`config.mk`:
```
export PLATFORM = sky130hd
export DESIGN_NAME = sync_debounce
export DESIGN_NICKNAME = d
export VERILOG_FILES = /design/src/rtl/sync_debounce.sv
export SDC_FILE = /design/constraint.sdc
export NUM_CORES = 1
export LEC_CHECK = 0
export ABC_AREA = 1
export CORE_AREA = 3 3 40 42
export CTS_CLUSTER_SIZE = 14
export DETAILED_ROUTE_END_ITERATION = 10
export DIE_AREA = 0 0 43 45
export GPL_ROUTABILITY_DRIVEN = 0
export PLACE_DENSITY = 0.5
export SKIP_LAST_GASP = 1
export SYNTH_ARGS = -nofsm -noshare
export SYNTH_HDL_FRONTEND = slang
export SYNTH_SLANG_ARGS = --single-unit
```
`constraint.sdc`:
```
create_clock -name clk -period 1.4 [get_ports clk]
set_input_delay 0.21 -clock clk [delete_from_list [all_inputs] [get_ports clk]]
set_output_delay 0.21 -clock clk [all_outputs]
set_load 0.02 [all_outputs]
```
`src/rtl/sync_debounce.sv`:
```
// Multi-channel synchroniser with per-channel stability filter and edge pulses.
// Each channel: STAGES-deep metastability chain, then a counter gating level changes.
module sync_debounce #(
  parameter int unsigned       WIDTH  = 1,
  parameter int unsigned       STAGES = 3,
  parameter logic [WIDTH-1:0]  INIT   = '0,
  parameter int unsigned       FILTER = 4
) (
  input  logic             clk,
  input  logic             reset,
  input  logic [WIDTH-1:0] data_in,
  output logic [WIDTH-1:0] data_out,
  output logic [WIDTH-1:0] rise,
  output logic [WIDTH-1:0] fall,
  output logic             stable
);

  localparam int unsigned CNT_W = (FILTER > 1) ? $clog2(FILTER) : 1;
  localparam logic [CNT_W-1:0] CNT_MAX = CNT_W'(FILTER - 1);

  if (WIDTH < 1 || WIDTH > 32) begin : g_bad_width
    $error("sync_debounce: WIDTH must be in 1..32");
  end
  if (STAGES < 2 || STAGES > 8) begin : g_bad_stages
    $error("sync_debounce: STAGES must be in 2..8");
  end
  if (FILTER < 1 || FILTER > 255) begin : g_bad_filter
    $error("sync_debounce: FILTER must be in 1..255");
  end

  logic [WIDTH-1:0] cnt_zero;

  for (genvar i = 0; i < WIDTH; i++) begin : g_ch
    (* ASYNC_REG = "TRUE", SHREG_EXTRACT = "NO" *)
    logic [STAGES-1:0] sync_q;
    logic [CNT_W-1:0]  cnt_q, cnt_d;
    logic              out_q, out_d;
    logic              rise_q, rise_d;
    logic              fall_q, fall_d;
    logic              s;

    assign s = sync_q[STAGES-1];

    always_ff @(posedge clk or posedge reset) begin
      if (reset) begin
        sync_q <= {STAGES{INIT[i]}};
      end else begin
        sync_q <= {sync_q[STAGES-2:0], data_in[i]};
      end
    end

    // A level change commits only on the FILTER-th consecutive disagreeing cycle.
    always_comb begin
      cnt_d  = '0;
      out_d  = out_q;
      rise_d = 1'b0;
      fall_d = 1'b0;
      if (s != out_q) begin
        if (cnt_q == CNT_MAX) begin
          out_d  = s;
          rise_d = s;
          fall_d = ~s;
        end else begin
          cnt_d = cnt_q + CNT_W'(1);
        end
      end
    end

    always_ff @(posedge clk or posedge reset) begin
      if (reset) begin
        cnt_q  <= '0;
        out_q  <= INIT[i];
        rise_q <= 1'b0;
        fall_q <= 1'b0;
      end else begin
        cnt_q  <= cnt_d;
        out_q  <= out_d;
        rise_q <= rise_d;
        fall_q <= fall_d;
      end
    end

    assign data_out[i] = out_q;
    assign rise[i]     = rise_q;
    assign fall[i]     = fall_q;
    assign cnt_zero[i] = (cnt_q == '0);
  end

  assign stable = &cnt_zero;

endmodule

```
* After elaboration in Yosys (flattened, before gate mapping)
Cells that the tools add are included.
** Operators by class
- Reductions and logical operators :: 2
- Equal/unequal tests :: 2
- Add/subtract/negate cells :: 1
- Bitwise logic cells :: 1
- Muxes and demuxes :: 6
** Operator list (number)
- 2-to-1 mux 1 bit :: 4
- 2-to-1 mux 2 bit :: 2
- adder 2 x 1 -> 2 bit, second input constant :: 1
- equality test 2 bit, second input constant :: 1
- logical NOT 2 bit :: 1
- AND reduction 2 bit :: 1
- != test 1 bit :: 1
- inverter 1 bit :: 1
** Word-level totals
- Output and inout bits :: 4
- Register bits :: 8
- Input port bits :: 3

* Longest topological paths before layout
- Depth in word-level cells :: 3
- Depth in mapped cells :: 4

* Worst setup path before layout
No wires, ideal clock.
- Path kind :: flip-flop to output port
- From :: reg g_ch[0].cnt_q[0]
- To :: out stable
- Buffers on the path :: 0
- Stages on the path, launching flop included :: 3
- Arrival time :: 674 ps
- Required time :: 1190 ps
- Path slack :: 516 ps
- Path through :: dfrtp_1 > inv_1 > ha_1
** Between the ends
- Word-level cells in the longest chain between the ends :: 1
** RTL lines
- from (decl) :: RTL line 36 : logic [CNT_W-1:0] cnt_q, cnt_d;
- from (signal assigned) :: RTL line 76 : cnt_q <= cnt_d;
- logical NOT 2 bit :: RTL line 86 : assign cnt_zero[i] = (cnt_q == '0);
- to (decl) :: RTL line 15 : output logic stable
No other way between the ends.

* Worst setup path in the final report
- From :: reg g_ch[0].rise_q (netlist: rise)
- To :: out rise
** RTL lines
- from (decl) :: RTL line 38 : logic rise_q, rise_d;
- from (signal assigned) :: RTL line 78 : rise_q <= rise_d;
- to (decl) :: RTL line 13 : output logic [WIDTH-1:0] rise,
No word-level cell between the ends.

==> impl.org <==
** Status
- The flow ran to the end, and the final reports show no timing, DRC or antenna violations.

** Route
- Post-detailed-route count of antenna-violating nets :: 0
- Dividing the detail-routed wire length by the instance count gives ~9 um.
- Via/cell ratio :: between 4 and 5
- After the first detailed-routing iteration, the DRC count stood at 6.
- For this block, the via count after detailed routing is around 210.
- Final wirelength :: 450 um
- Number of optimization iterations in the first detailed-route pass :: 4
- DRC viols :: 0

** CTS
- CTS tree :: yes
- Clock transition at the register clock pins on the worst setup and hold paths after CTS :: 0.06 ns
- Clock Sink Count :: 8
- Root buffer cell :: sky130_fd_sc_hd__clkbuf_4
- Number of hold buffers added after CTS :: 0
- Buffers inserted during clock tree synthesis total 3.
- Max Root-Sink Buffers :: 2
- In this run the number of H-tree levels came out at 1.
- Later-pin clock latency in the skew report :: 0.25 ns

** Synth
- For this run, the register share of the synthesized area comes to between 60% and 70%.
- Post-synth design cell area :: 292 sq um
- The synthesized design contains 8 register bits.
- Number of standard cells after synthesis :: 26
- Unique masters post-synth :: 8
- Synthesized area per cell :: around 11 sq um
- Count of warnings emitted by yosys :: 0
- Total nets after synthesis :: 31

** Power and ir drop
- In this run the power density over the cells is roughly 1800 nW/um^2.
- Cell-internal power :: roughly 0.47 mW
- Lkg Pwr :: roughly 0.22 nW
- Combinational cells account for a little under a third of the total power.
- In this run, flip-flops and latches consume a little over two fifths of the power.
- Net switching fraction of the power :: between 30% and 40%
- Share of total power in the clock network :: 24.5%
- Peak supply drop :: roughly 520 uV
- Switching power of the nets :: 0.243 mW

** Finish
- Signed area change from the synthesized netlist to the final layout :: 35.2%
- Cells with a size suffix above 1 make up a little under an eighth of the layout.
- Filler Cells Inserted :: 138
- The library cells used most frequently in the layout, excluding fill and tap cells, are sky130_fd_sc_hd__dfrtp_1, sky130_fd_sc_hd__inv_1, sky130_fd_sc_hd__nand2_1, sky130_fd_sc_hd__clkbuf_4, sky130_fd_sc_hd__clkdlybuf4s50_1.
- Final Instance Area :: between 300 and 400 sq um
- Commonest non-fill, non-tap cell in the layout :: sky130_fd_sc_hd__dfrtp_1
- The repair_antennas step left the layout with diodes totalling 0.
- The net count of the finished layout is 42.

** Hold path
- The tightest min-delay check is of the primary input to async pin type.

** Timing
- Setup repair after global routing could not meet its margin everywhere.
- Final setup skew :: about 0.0067 ns
- After layout, the minimum clock period comes to around 1.4 ns.
- For this run, the top clock speed supported by timing is between 0.7 and 0.8 GHz.
- Setup-failing EPs final :: 0
- At the pin with the least slew margin, the transition time is roughly 0.3 ns.
- Across all setup checks in the final design, the least slack found is between 0.02 and 0.03 ns.
- Total count of hold-check failures in the final report :: 0
- Ratio of final minimum period to clock period :: 97.9%
- Total count of max-transition violations in the final report :: 0
- Max-slew headroom :: roughly 80%

** Critical path
- Cell-by-cell listing of the critical path :: clkdlybuf4s50_1
- Arrival time at the worst endpoint :: ~1.2 ns
- Flop2flop setup slack :: approximately 0.46 ns
- Source of the worst register-to-register timing path :: g_ch[0].cnt_q[0]
- The largest individual stage delay along the critical path comes from the cell sky130_fd_sc_hd__clkdlybuf4s50_1.
- In this design, the stage delay of the slowest critical-path cell is 0.59 ns.
- Worst setup path class :: register to output port
- Kind of capture point of the worst setup path :: output port
- Max Fanout on Critical Path :: 1
- Startpoint type of the worst setup path :: register
- Depth of the worst register-to-register path :: 4
- Together, buffers and inverters on the worst path number 1.
- Largest delay contributor family on the critical path :: buffers and inverters
- Required time of the worst setup path :: 1.19 ns
- End of the worst register-to-register path :: g_ch[0].cnt_q[0]

** Floorplan
- Core area :: 1280 sq um
- Horiz. Die Dim :: 43 um
- Area of the die :: 1940 sq um
- 7 I/O pins were placed.
- Num rows :: 13
- Die boundary height :: between 40 and 50 um
- Once the floorplan was initialized, standard cells occupied a little under a quarter of the core.

** Flow run
- Max cap viols :: 0

** Global routing
- Via count of the first global-routing pass :: roughly 200
- Entering global routing, the biggest net connects 9 pins.
- Global-route wire length before repair :: roughly 750 um
- Grt ovf :: 0
- The initial antenna violation count is 0.
- GRT Resource Usage Total :: 5.90%

** Place
- Total half-perimeter wirelength after legalization and detailed placement :: between 300 and 400 um
- Prior to clock tree synthesis, the placed netlist has a worst setup slack of -0.00143 ns.
- In this run the tool buffered the top-level ports with 6 buffer cells.
- The placed instances occupy a cell area of approximately 370 sq um.
==> power by group through the flow <==
stage / clock network (mW) / registers [mW] / logic [mW]
floorplan: 0 / 0.327 / 0.139
global placement: 0 / 0.309 / 0.243
detailed placement: 0 / 0.315 / 0.251
CTS: 0.177 / 0.311 / 0.226
global route: 0.193 / 0.319 / 0.252
finish: 0.174 / 0.311 / 0.225
==> flip-flops by register name, indices dropped and copies added (netlist names) <==
| register | flops |
|---|---|
| g_ch.sync_q | 3 |
| g_ch.cnt_q | 2 |
| data_out | 1 |
| fall | 1 |
| rise | 1 |
==> routing by layer <==
layer / track usage (%) / vias to the layer above / part of all wire, %
met5: 0 / - / 0
li1: - / 96 / -
met2: 8.08 / 14 / 53
met3: 3.59 / 0 / 12
met1: 6.25 / 102 / 35
met4: 5.42 / 0 / 0
==> through the flow <==
| step | power (mW) | TNS, ns | hold slack [ns] | instances | utilization (%) |
|---|---|---|---|---|---|
| 5_1_grt | 0.764 | -0.00955 | 0.226 | 50 | 30.7 |
| 4_1_cts | 0.714 | -0.000746 | 0.207 | 50 | 30.4 |
| 3_3_place_gp | 0.552 | 0 | 0.335 | 47 | 28.8 |
| 6_report | 0.711 | 0 | 0.197 | 50 | 30.7 |
| 2_1_floorplan | 0.467 | 0 | 0.0257 | 26 | - |
| 3_5_place_dp | 0.567 | -0.00143 | 0.346 | 47 | 28.8 |
==> cell families after synthesis <==
group	after synthesis	synth area share (%)
simple gates	6	8.59
flops	8	68.7
fa+ha+maj	2	8.58
buf+inv	7	9.01
compound gates	3	5.15
==> final cells by class <==
type / count / area [sq um] / share of cell area, %
tap: 15 / 18.8 / 4.76
multi-input combinational: 11 / 65.1 / 16.5
inverter: 7 / 26.3 / 6.67
timing repair buffer: 6 / 61.3 / 15.6
sequential: 8 / 200 / 50.8
clock buffer: 3 / 22.5 / 5.71
==> Yosys cell counts <==
master	count	area share [%]
sky130_fd_sc_hd__dfrtp_1	8	69
sky130_fd_sc_hd__inv_1	7	9.0
sky130_fd_sc_hd__nand2_1	3	3.9
sky130_fd_sc_hd__a21oi_1	2	3.4
sky130_fd_sc_hd__ha_1	2	8.6
sky130_fd_sc_hd__nor2_1	2	2.6
sky130_fd_sc_hd__nand2_2	1	2.1
sky130_fd_sc_hd__o21ai_0	1	1.7
==> worst max path at each step <==
stage	start	end	slack (ns)	depth (start not counted)
floorplan	g_ch[0].cnt_q[0]	stable	0.52	2
global placement	g_ch[0].cnt_q[0]	stable	0.03	3
detailed placement	g_ch[0].cnt_q[0]	stable	-0.001	3
CTS	g_ch[0].cnt_q[0]	stable	-0.0007	3
global route	g_ch[0].cnt_q[0]	stable	-0.01	3
finish	rise	rise	0.03	1
==> what timing repair did <==
item	CTS	global route
resized for setup	2	2
buffers inserted	0	0
endpoints found under the hold margin	0	0
setup endpoints to repair	2	2
No activity file was read; power rests on OpenSTA's default activity.
